**src/rtl/game_ctrl_pkg.sv**
```systemverilog
// Shared constants, state encoding and helpers for the match controller.
package game_ctrl_pkg;

  localparam int unsigned SCORE_W          = 4;
  localparam int unsigned FRAME_W          = 8;
  localparam int unsigned WIN_SCORE_DEF    = 15;
  localparam int unsigned PAUSE_FRAMES_DEF = 60;
  localparam int unsigned SERVE_FRAMES_DEF = 30;

  localparam logic PL1 = 1'b0;
  localparam logic PL2 = 1'b1;

  localparam logic [SCORE_W-1:0] SCORE_MAX = '1;

  typedef enum logic [2:0] {
    IDLE  = 3'd0,
    SERVE = 3'd1,
    RALLY = 3'd2,
    PAUSE = 3'd3,
    OVER  = 3'd4
  } state_t;

  // Per-state control outputs, registered together with the state.
  typedef struct packed {
    logic ball_rst;
    logic freeze;
    logic endgame;
  } ctrl_t;

  function automatic ctrl_t state_ctrl(input state_t s);
    ctrl_t c;
    c = '{ball_rst: 1'b1, freeze: 1'b1, endgame: 1'b0};
    case (s)
      SERVE: c.freeze = 1'b0;
      RALLY: begin
        c.ball_rst = 1'b0;
        c.freeze   = 1'b0;
      end
      PAUSE: c.ball_rst = 1'b0;
      OVER:  c.endgame  = 1'b1;
      default: ;
    endcase
    return c;
  endfunction

  function automatic logic [SCORE_W-1:0] sat_inc(input logic [SCORE_W-1:0] s);
    return (s == SCORE_MAX) ? s : s + SCORE_W'(1);
  endfunction

endpackage

```
**src/rtl/frame_timer.sv**
```systemverilog
// Frame counter: clears on state entry, counts frame ticks, pulses done on
// the tick that reaches the terminal count and then holds without wrapping.
module frame_timer
  import game_ctrl_pkg::*;
(
  input  logic               clk,
  input  logic               rst,
  input  logic               clear,
  input  logic               tick,
  input  logic [FRAME_W-1:0] tc,
  output logic               done
);

  logic [FRAME_W-1:0] count;

  // A tick arriving together with clear is dropped, not counted.
  always_ff @(posedge clk or posedge rst) begin
    if (rst) begin
      count <= '0;
      done  <= 1'b0;
    end else if (clear) begin
      count <= '0;
      done  <= 1'b0;
    end else begin
      done <= 1'b0;
      if (tick && (count != tc)) begin
        count <= count + FRAME_W'(1);
        done  <= (count == tc - FRAME_W'(1));
      end
    end
  end

endmodule

```
**src/rtl/game_ctrl.sv**
```systemverilog
// Match controller: serve/rally/pause sequencing, point awarding and scoring.
module game_ctrl
  import game_ctrl_pkg::*;
#(
  parameter int unsigned WIN_SCORE    = WIN_SCORE_DEF,
  parameter int unsigned PAUSE_FRAMES = PAUSE_FRAMES_DEF,
  parameter int unsigned SERVE_FRAMES = SERVE_FRAMES_DEF
) (
  input  logic               clk,
  input  logic               rst,
  input  logic               frame_tick,
  input  logic               start_click,
  input  logic               gnd_col,
  input  logic               ball_side,
  input  logic               ovr_touch,
  input  logic               last_touch,
  output logic               ball_rst,
  output logic               serve_side,
  output logic               freeze,
  output logic [SCORE_W-1:0] score_pl1,
  output logic [SCORE_W-1:0] score_pl2,
  output logic               flag_point,
  output logic               point_winner,
  output logic               endgame
);

  localparam logic [FRAME_W-1:0] SERVE_TC = FRAME_W'(SERVE_FRAMES);
  localparam logic [FRAME_W-1:0] PAUSE_TC = FRAME_W'(PAUSE_FRAMES);
  localparam logic [SCORE_W-1:0] WIN_VAL  = SCORE_W'(WIN_SCORE);

  state_t             state;
  ctrl_t              ctrl;
  logic               entry;
  logic               click_q;
  logic               timer_done;
  logic               click_rise_c;
  logic               win_c;
  logic [SCORE_W-1:0] win_score_c;
  logic [FRAME_W-1:0] tc_c;

  // Ground contact decides by ball half; otherwise the over-touch goes
  // against the last toucher.
  assign click_rise_c = start_click & ~click_q;
  assign win_c        = gnd_col ? ~ball_side : ~last_touch;
  assign win_score_c  = sat_inc((win_c == PL2) ? score_pl2 : score_pl1);
  assign tc_c         = (state == PAUSE) ? PAUSE_TC : SERVE_TC;

  assign ball_rst = ctrl.ball_rst;
  assign freeze   = ctrl.freeze;
  assign endgame  = ctrl.endgame;

  frame_timer u_timer (
    .clk   (clk),
    .rst   (rst),
    .clear (entry),
    .tick  (frame_tick),
    .tc    (tc_c),
    .done  (timer_done)
  );

  // State, control outputs and scores advance together; entry flags the
  // first cycle of every new state so the frame timer restarts cleanly.
  always_ff @(posedge clk or posedge rst) begin
    if (rst) begin
      state        <= IDLE;
      ctrl         <= state_ctrl(IDLE);
      entry        <= 1'b0;
      click_q      <= 1'b0;
      score_pl1    <= '0;
      score_pl2    <= '0;
      serve_side   <= PL1;
      point_winner <= PL1;
      flag_point   <= 1'b0;
    end else begin
      click_q    <= start_click;
      entry      <= 1'b0;
      flag_point <= 1'b0;
      case (state)
        IDLE: begin
          if (click_rise_c) begin
            state <= SERVE;
            ctrl  <= state_ctrl(SERVE);
            entry <= 1'b1;
          end
        end
        SERVE: begin
          if (timer_done) begin
            state <= RALLY;
            ctrl  <= state_ctrl(RALLY);
            entry <= 1'b1;
          end
        end
        RALLY: begin
          if (gnd_col || ovr_touch) begin
            point_winner <= win_c;
            serve_side   <= win_c;
            flag_point   <= 1'b1;
            if (win_c == PL2) score_pl2 <= win_score_c;
            else              score_pl1 <= win_score_c;
            entry <= 1'b1;
            if (win_score_c == WIN_VAL) begin
              state <= OVER;
              ctrl  <= state_ctrl(OVER);
            end else begin
              state <= PAUSE;
              ctrl  <= state_ctrl(PAUSE);
            end
          end
        end
        PAUSE: begin
          if (timer_done) begin
            state <= SERVE;
            ctrl  <= state_ctrl(SERVE);
            entry <= 1'b1;
          end
        end
        OVER: begin
          if (click_rise_c) begin
            score_pl1  <= '0;
            score_pl2  <= '0;
            serve_side <= PL1;
            state      <= SERVE;
            ctrl       <= state_ctrl(SERVE);
            entry      <= 1'b1;
          end
        end
        default: begin
          state <= IDLE;
          ctrl  <= state_ctrl(IDLE);
          entry <= 1'b1;
        end
      endcase
    end
  end

endmodule

```
**config.mk**
```make
export PLATFORM = sky130hd
export DESIGN_NAME = game_ctrl
export DESIGN_NICKNAME = d
export VERILOG_FILES = /design/src/rtl/game_ctrl_pkg.sv /design/src/rtl/frame_timer.sv /design/src/rtl/game_ctrl.sv
export SDC_FILE = /design/constraint.sdc
export NUM_CORES = 1
export LEC_CHECK = 0
export CORE_MARGIN = 10
export CORE_UTILIZATION = 46
export DETAILED_ROUTE_END_ITERATION = 8
export PLACE_DENSITY = 0.73
export SETUP_SLACK_MARGIN = 0.4
export SYNTH_ARGS = -nofsm -noshare
export SYNTH_HDL_FRONTEND = slang
export SYNTH_SLANG_ARGS = --single-unit
```
**constraint.sdc**
```tcl
create_clock -name clk -period 1.9 [get_ports clk]
set_clock_uncertainty 0.1 [all_clocks]
set_input_delay 0.475 -clock clk [delete_from_list [all_inputs] [get_ports clk]]
set_output_delay 0.475 -clock clk [all_outputs]
set_load 0.05 [all_outputs]
```
==> flow_metrics.tcl, run 1 <==
set metrics [dict create \
    outcome "complete, but fails checks" \
    violations "negative setup slack" \
    fin_util 0.752 \
    dp_slack_ns -1.05 \
    cts_max_level 1 \
    drt_iter0_drc 144 \
    cp-start-kind "primary input" \
    synthCells 180 \
    grt_usage 0.168 \
    die_area_mm2 0.00678 \
    clk_pin_slew_ns 0.09 \
    hpwlAfterDp_um 3810 \
    p_leak_nw 1.19 \
    die_w_um 82.3 \
    finalSetupViolCount 10 \
    first_global_vias 1761 \
    maxCapViolCount 0 \
    ir_worst_vdd_v 0.000519 \
    viasPerCell 5.94 \
    drt_pre_antenna_iters 4 \
    fill_cells 237 \
    drc_errors 0 \
    nets 258 \
    numCtsBuffers 3 \
    std_cell_rows 22 \
    worst_pin_slew_ns 0.320 \
    yosysWarnings 0 \
    swShare 0.398 \
    rsz0062_at_grt "yes" \
    synth_area_mm2 0.00179 \
    clock-sinks 27 \
    clockBufferDepth 2 \
    syn_to_final_growth_pct 56.4 \
    synthTopCellsByCount "dfrtp_1 (25), nand2_1 (17), nand2b_1 (12), nor2_1 (12)" \
    fin_ws_ns -0.108 \
    synth-seq-cells 27 \
    seq_power_share 0.408 \
    fmax_ghz 0.498 \
    ant_nets 0 \
    grt_pass1_wl_um 8940 \
    ios 22 \
    io_buffers 21 \
    grt_max_degree 28 \
    p_int_mw 1.25 \
    ys.flop_type "dfrtp_1" \
    antenna_found_initial 0 \
    seq_area_frac_synth 0.380 \
    cp-end-kind "register" \
    power.switching_mw 0.827 \
    place_congestion 0.941 \
    min_period_ns 2.01 \
    power_density_mw_per_mm2 744 \
    wirelength_um 5570 \
    worstSetupPathType "in2reg" \
    hp-class "in2reg" \
    root_buffer "clkbuf_8" \
    coreArea_mm2 0.00372 \
    synth_largest_area_cell "dfrtp_1" \
    syn_nets 190 \
    grt.overflow.total 0 \
    final_layout_size_suffix_gt1_frac 0.522 \
    whs_path_depth 1 \
    slew_viol_final 0 \
    synth_edf_count 0 \
    max_slew_margin 0.780 \
    via_count 1751 \
    p_comb_frac 0.431 \
    p_clk_frac 0.161 \
    period_share 1.06 \
    arrival_ns 2.08 \
    synthMostInstantiatedCell "dfrtp_1" \
    async_reset_ff_frac 1.00 \
    ys_top_cells_by_area "dfrtp_1 (35%), mux2_2 (4.4%), nand2b_1 (4.2%), nand2_1 (3.6%), dfstp_2 (2.9%)" \
    synth_top_area_share 0.350 \
    start_util 0.481 \
    synth_cell_type_count 57 \
    wire_per_inst_um 18.9 \
    antenna_cells 0 \
    insertion_delay_ns 0.28 \
    reg2regPathDepth 7 \
    avgSynthCellArea_um2 9.93 \
    hold_viol 0 \
    die_h_um 82.3 \
    cp.required_ns 1.97 \
    tritoncts "built" \
    crit_fanout 7 \
]
[cells by family (layout without fill, tap and decap cells)]
| family | count (synthesis) | in the layout | share of synthesized area |
|---|---|---|---|
| AND/OR/NAND/NOR | 75 | 75 | 0.245 |
| AO/OA/AOI/OAI | 41 | 41 | 0.186 |
| flip-flops | 27 | 27 | 0.380 |
| multiplexers | 16 | 16 | 0.113 |
| buffers and inverters | 13 | 80 | 0.0336 |
| XOR/XNOR | 6 | 6 | 0.0294 |
| adder cells (fa/ha/maj) | 2 | 2 | 0.0140 |
[power by group through the flow]
stage | logic (mW) | registers [mW] | clock network (mW)
after floorplan | 0.488 | 0.886 | 0
after global placement | 0.783 | 0.837 | 0
after detailed placement | 0.813 | 0.844 | 0
after CTS | 0.858 | 0.836 | 0.342
after global routing | 0.965 | 0.865 | 0.366
final | 0.896 | 0.847 | 0.336
[cell usage in the layout, fill, tap and decap left out, types with 6 or more instances in the layout]
cell      instances
nand2b_1          9
mux2_4            7
buf_12           11
buf_6            12
buf_4            39
nand2_1          11
nor2_1           11
dfrtp_2           6
dfrtp_1          19
nand4_1           6
[final timing paths]
path | to | slack (ns) | from
worst max-delay path | endgame$_DFFE_PP0P_ | -0.11 | gnd_col
min in group asynchronous | u_timer.count[5]$_DFFE_PP0P_ | 0.46 | rst
worst max register to register | endgame$_DFFE_PP0P_ | 0.08 | score_pl2[0]$_DFFE_PP0P_
max in group asynchronous | freeze$_DFFE_PP1P_ | 0.93 | rst
worst min-delay path | click_q$_DFF_PP0_ | 0.37 | start_click
worst min register to register | serve_side$_DFFE_PP0P_ | 0.40 | serve_side$_DFFE_PP0P_
[critical path, stage by stage]
cell and delay [ns]:
buf_8 0.11, mux2_4 0.32, nand2_2 0.07, nand2_2 0.06
ha_4 0.19, nand2b_4 0.15, a2111oi_4 0.37, a211oi_2 0.09
o31ai_2 0.24
[sequential cells by signal, summed over array words and instances (netlist names)]
| signal | flops |
|---|---|
| u_timer.done | 1 |
| ball_rst | 1 |
| u_timer.count | 8 |
| state | 2 |
| endgame | 1 |
| freeze | 1 |
| serve_side | 1 |
| flag_point | 1 |
| score_pl1 | 4 |
| click_q | 1 |
| entry | 1 |
| score_pl2 | 4 |
| point_winner | 1 |
[stage by stage]
step	std cells	instance area [µm²]	hold WS, ns	TNS [ns]	total power, mW
detailed placement	273	2440	0.376	-12.40	1.66
CTS	285	2670	0.368	-0.288	2.04
floorplan	180	1880	0.393	-3.21	1.37
global route	295	2790	0.367	-1.41	2.20
global placement	273	2440	0.366	-11.41	1.62
finish	295	2790	0.368	-0.665	2.08
[layout make-up]
class / instances / area [µm²] / area share
multi-input combinational: 140 / 1250 / 0.449
timing repair buffer: 71 / 729 / 0.261
sequential: 27 / 686 / 0.245
tap: 48 / 60.1 / 0.0215
clock buffer: 3 / 41.3 / 0.0148
inverter: 5 / 18.8 / 0.00672
clock inverter: 1 / 5.00 / 0.00179
[routing by layer]
layer  track usage  wire, µm  up-vias  share of wire
li1              -         -      806              -
met5             0         0        -              0
met2         0.281      2840       55           0.51
met3        0.0281       272        8          0.049
met1         0.220      2390      882           0.43
met4        0.0374        74        0          0.013
[repair_timing]
item                                    4_1_cts  5_1_grt
gates resized for setup                      56       13
buffers inserted                              8       10
hold buffers                                  0        0
pin swaps                                    13        4
endpoints found under the setup margin       36       34
Note: power is estimated with default switching activity, not from simulation.
==> run 2, diff against run 1 <==
ABC_AREA = 0   (was not set)
PLACE_DENSITY = 0.7   (was 0.73)
clock period = 2.3 ns   (was 1.9 ns; I/O delays follow)
==> flow_metrics.tcl, run 2 (synthesis results as in run 1) <==
set metrics [dict create \
    outcome "complete, no violations" \
    place_congestion 0.914 \
    largest_register_ffs 8 \
    final_area_mm2 0.00239 \
    cts_hold_buf 0 \
    crit_family "multiplexers" \
    ios 22 \
    worstSetupPathType "in2reg" \
    via_count 1602 \
    grt_max_degree 28 \
    r2r_slack_ns 0.29 \
    hold-path-endpoint "point_winner$_DFFE_PP0P_" \
    insertion_delay_ns 0.27 \
    min_period_ns 2.11 \
    slowest_stage "mux2_4" \
    worst_pin_slew_ns 0.507 \
    critPathBufInv 1 \
    antenna_found_initial 0 \
    clockBufferDepth 2 \
    whs_ns 0.389 \
    clk_pin_slew_ns 0.08 \
    maxCapViolCount 0 \
    grt_pass1_wl_um 7800 \
    die_h_um 82.3 \
    cp_common_cell "mux2_4" \
    slew_viol_final 0 \
    final_layout_size_suffix_gt1_frac 0.401 \
    rsz0062_at_grt "yes" \
    crit_fanout 8 \
    coreArea_mm2 0.00372 \
    drc_errors 0 \
    std_cell_rows 22 \
    crit_chain "buf_8 -> mux2i_4 -> nand2_1 -> nand2_2 -> ha_4 -> nand3_4 -> mux2_4 -> a2111oi_4 -> mux2_4" \
    cp.required_ns 2.41 \
    grt_usage 0.144 \
    cp-end-kind "register" \
    whs_path_depth 1 \
    top_regs "u_timer.count x8, score_pl1 x4, score_pl2 x4" \
    power_density_mw_per_mm2 654 \
    finalSetupViolCount 0 \
    die_area_mm2 0.00678 \
    wirelength_um 4560 \
    ir_worst_vdd_v 0.000470 \
    clock-sinks 27 \
    period_share 0.919 \
    numCtsBuffers 3 \
    syn_to_final_growth_pct 33.6 \
    hpwlAfterDp_um 3370 \
    wire_per_inst_um 16.9 \
    top_register "u_timer.count" \
    drt_iter0_drc 135 \
    first_global_vias 1623 \
    p_leak_nw 1.01 \
    io_buffers 21 \
    die_w_um 82.3 \
    r2r-end "score_pl1[1]$_DFFE_PP0P_" \
    reg2regPathDepth 7 \
    ant_nets 0 \
    antenna_cells 0 \
    fin_setup_tns_ns 0 \
    placed_cell_area_mm2 0.00221 \
    hp-class "reg2reg" \
    dp_cells 264 \
    cp-start-kind "primary input" \
    reg2reg_from "score_pl1[0]$_DFFE_PP0P_" \
    viasPerCell 5.93 \
    tritoncts "built" \
    final_common_cell "buf_4" \
    finalNonFillerCells 270 \
    grt.overflow.total 0 \
    max_slew_margin 0.663 \
    drt_pre_antenna_iters 4 \
    power_mw 1.56 \
    root_buffer "clkbuf_8" \
    fmax_ghz 0.473 \
    arrival_ns 2.22 \
    min_from "point_winner$_DFFE_PP0P_" \
    layout_common_cells "buf_4 (34), dfrtp_1 (22), nor2_1 (12), nand2_1 (12), nand2b_1 (10)" \
    cts_max_level 1 \
    max_stage_delay_ns 0.30 \
    nets 233 \
    start_util 0.481 \
    hold_viol 0 \
]
[run 2: changes by cell type in the layout (fill, tap and decap cells not counted), sizes merged]
cell / previous run / this run
clkinv: 1 / 0
buf: 67 / 39
clkdlybuf4s15: 0 / 1
clkdlybuf4s50: 1 / 3
clkbuf: 3 / 4
[run 2: where the power goes]
| part | internal [mW] | leakage [nW] | switching [mW] |
|---|---|---|---|
| registers | 0.564 | 0.334 | 0.150 |
| clock network | 0.124 | 0.0228 | 0.138 |
| logic | 0.265 | 0.657 | 0.321 |
[run 2: worst reg2reg max path, stage by stage, from the launching register on]
cell and delay (ns):
dfrtp_1 0.54, nand2_2 0.09, nand2_2 0.10, ha_4 0.22, nand3_4 0.10, mux2_4 0.30, a2111oi_4 0.30, mux2_4 0.20
[run 2: repair_timing]
| item | 4_1_cts | 5_1_grt |
|---|---|---|
| gates resized for setup | 42 | 6 |
| hold endpoints to repair | 0 | 0 |
| buffers inserted | 1 | 1 |
| pin swaps | 12 | 6 |
| setup endpoints to repair | 19 | 14 |
[run 2: per-stage QoR]
stage                util  setup slack, ns
global placement    0.594           -0.680
finish              0.642            0.187
detailed placement  0.594           -0.751
floorplan               -           -0.128
global route        0.642            0.103
CTS                 0.635            0.185
[run 2: metal layers]
metal	track usage	vias to the layer above	part of all wire
li1	-	757	-
met1	0.173	795	0.42
met2	0.253	44	0.51
met3	0.0335	6	0.057
met4	0.0374	0	0.012
met5	0	-	0
[run 2: layout make-up]
| type | instances | area [µm²] |
|---|---|---|
| fill | 320 | 1330 |
| multi-input combinational | 140 | 1210 |
| sequential | 27 | 682 |
| timing repair buffer | 46 | 369 |
| tap | 48 | 60.1 |
| clock buffer | 4 | 45.0 |
| inverter | 5 | 18.8 |
[run 2: worst max-delay path by stage]
| stage | startpoint | to | slack (ns) | cells past startpoint |
|---|---|---|---|---|
| finish | gnd_col | score_pl1[1]$_DFFE_PP0P_ | 0.19 | 9 |
| global route | gnd_col | state[1]$_DFFE_PP0P_ | 0.10 | 9 |
| CTS | gnd_col | score_pl1[1]$_DFFE_PP0P_ | 0.18 | 9 |
| detailed placement | gnd_col | ball_rst$_DFFE_PP1P_ | -0.75 | 9 |
| global placement | gnd_col | ball_rst$_DFFE_PP1P_ | -0.68 | 9 |
| floorplan | gnd_col | score_pl1[1]$_DFFE_PP0P_ | -0.13 | 10 |
==> run 3, diff against run 2 <==
GPL_TIMING_DRIVEN = 0   (was not set)
MAX_ROUTING_LAYER = met4   (was not set)
==> flow_metrics.tcl, run 3 (synthesis results as in run 1) <==
set metrics [dict create \
    outcome "complete, but fails checks" \
    violations "negative setup slack" \
    power_density_mw_per_mm2 663 \
    hold_viol 0 \
    grt_pass1_wl_um 7600 \
    wire_per_inst_um 18.0 \
    worst_pin_slew_ns 1.01 \
    power_mw 1.61 \
    hold-path-endpoint "point_winner$_DFFE_PP0P_" \
    cp-start-kind "primary input" \
    finalSetupViolCount 1 \
    coreArea_mm2 0.00372 \
    dr_wl_met2_um 2410 \
    hp-class "reg2reg" \
    fin_ws_ns -0.00761 \
    ios 22 \
    grt_usage 0.144 \
    r2r_slack_ns 0.20 \
    cts_max_level 1 \
    fmax_ghz 0.433 \
    clk_pin_slew_ns 0.09 \
    antenna_cells 0 \
    wl_met3_um 281 \
    fin_util 0.652 \
    p_leak_nw 0.997 \
    ant_nets 0 \
    grt_max_degree 28 \
    crit_fanout 7 \
    cp.required_ns 2.37 \
    ir_worst_vdd_v 0.000421 \
    top_register "u_timer.count" \
    place_congestion 0.912 \
    maxCapViolCount 0 \
    grt.overflow.total 0 \
    reg2regPathDepth 9 \
    r2r-end "score_pl1[2]$_DFFE_PP0P_" \
    wirelength_um 4790 \
    std_cell_rows 22 \
    period_share 1.00 \
    die_h_um 82.3 \
    rsz0062_at_grt "yes" \
    nets 229 \
    insertion_delay_ns 0.27 \
    cp-end-kind "register" \
    start_util 0.481 \
    worstSetupPathType "in2reg" \
    clock-sinks 27 \
    layout_common_cells "dfrtp_1 (20), nor2_1 (11), nand2b_1 (10), nand2_1 (10), buf_4 (9)" \
    arrival_ns 2.37 \
    largest_register_ffs 8 \
    top_regs "u_timer.count x8, score_pl1 x4, score_pl2 x4" \
    final_layout_size_suffix_gt1_frac 0.427 \
    reg2reg_from "score_pl1[0]$_DFFE_PP0P_" \
    whs_path_depth 1 \
    hpwlAfterDp_um 3240 \
    met1_length_um 2060 \
    clockBufferDepth 2 \
    io_buffers 21 \
    final_common_cell "dfrtp_1" \
    top_layer "met4" \
    slew_viol_final 0 \
    die_area_mm2 0.00678 \
    cts_hold_buf 0 \
    drc_errors 0 \
    dp_slack_ns -1.01 \
    first_global_vias 1604 \
    viasPerCell 6.01 \
    root_buffer "clkbuf_8" \
    numCtsBuffers 3 \
    min_from "point_winner$_DFFE_PP0P_" \
    min_period_ns 2.31 \
    drt_iter0_drc 165 \
    antenna_found_initial 0 \
    tritoncts "built" \
    drt_pre_antenna_iters 4 \
    via_count 1598 \
    syn_to_final_growth_pct 35.5 \
    die_w_um 82.3 \
    max_slew_margin 0.329 \
]
==> run 3: cell types whose count changed in the layout (fill, tap and decap cells not counted), moves of 4 or more <==
cell	previous run	this run
buf_4	34	9
buf_2	2	7
clkdlybuf4s15_2	0	5
buf_6	2	6
==> run 3: metal layers <==
| metal | global-route usage | vias up |
|---|---|---|
| li1 | - | 750 |
| met1 | 0.180 | 800 |
| met2 | 0.233 | 44 |
| met3 | 0.0292 | 4 |
| met4 | 0.0306 | 0 |
| met5 | - | - |
==> run 3: stage by stage <==
stage               hold slack (ns)  cell area (µm²)  TNS [ns]  std cells
floorplan                     0.403             1840    -0.515        180
global route                  0.425             2420    -0.212        266
global placement              0.366             2110     -9.15        249
finish                        0.398             2420  -0.00761        266
detailed placement            0.383             2110     -9.84        249
CTS                           0.406             2310   -0.0177        263
==> run 3: worst max-delay path, stage by stage <==
cell	delay, ns
buf_8	0.10
mux2_4	0.33
nand2_2	0.08
nand2_2	0.07
ha_4	0.16
buf_8	0.13
buf_4	0.13
buf_6	0.11
buf_6	0.11
mux4_2	0.30
a32o_1	0.27
==> run 3: what timing repair did <==
action / 4_1_cts / 5_1_grt
endpoints found under the setup margin: 31 / 21
pin swaps: 11 / 12
gates resized for setup: 75 / 36
buffers inserted: 10 / 3
==> run 3: where the power goes <==
group / internal (mW) / switching (mW)
Sequential: 0.563 / 0.118
Combinational: 0.277 / 0.378
Clock: 0.124 / 0.146
Total: 0.964 / 0.642
==> run 3: worst max-delay path by stage <==
stage,start,end,slack [ns]
after floorplan,gnd_col,score_pl1[1]$_DFFE_PP0P_,-0.13
after global placement,gnd_col,ball_rst$_DFFE_PP1P_,-0.98
after detailed placement,gnd_col,ball_rst$_DFFE_PP1P_,-1.01
after CTS,gnd_col,score_pl1[1]$_DFFE_PP0P_,-0.02
after global routing,gnd_col,endgame$_DFFE_PP0P_,-0.11
final,gnd_col,score_pl1[2]$_DFFE_PP0P_,-0.008
==> run 3: area by class of cell <==
cell class	count	area, µm²
Fill cell	292	1290
Multi-Input combinational cell	140	1250
Sequential cell	27	684
Timing Repair Buffer	34	305
Tap cell	48	60.1
Buffer	8	58.8
Clock buffer	4	45.0
Inverter	5	18.8
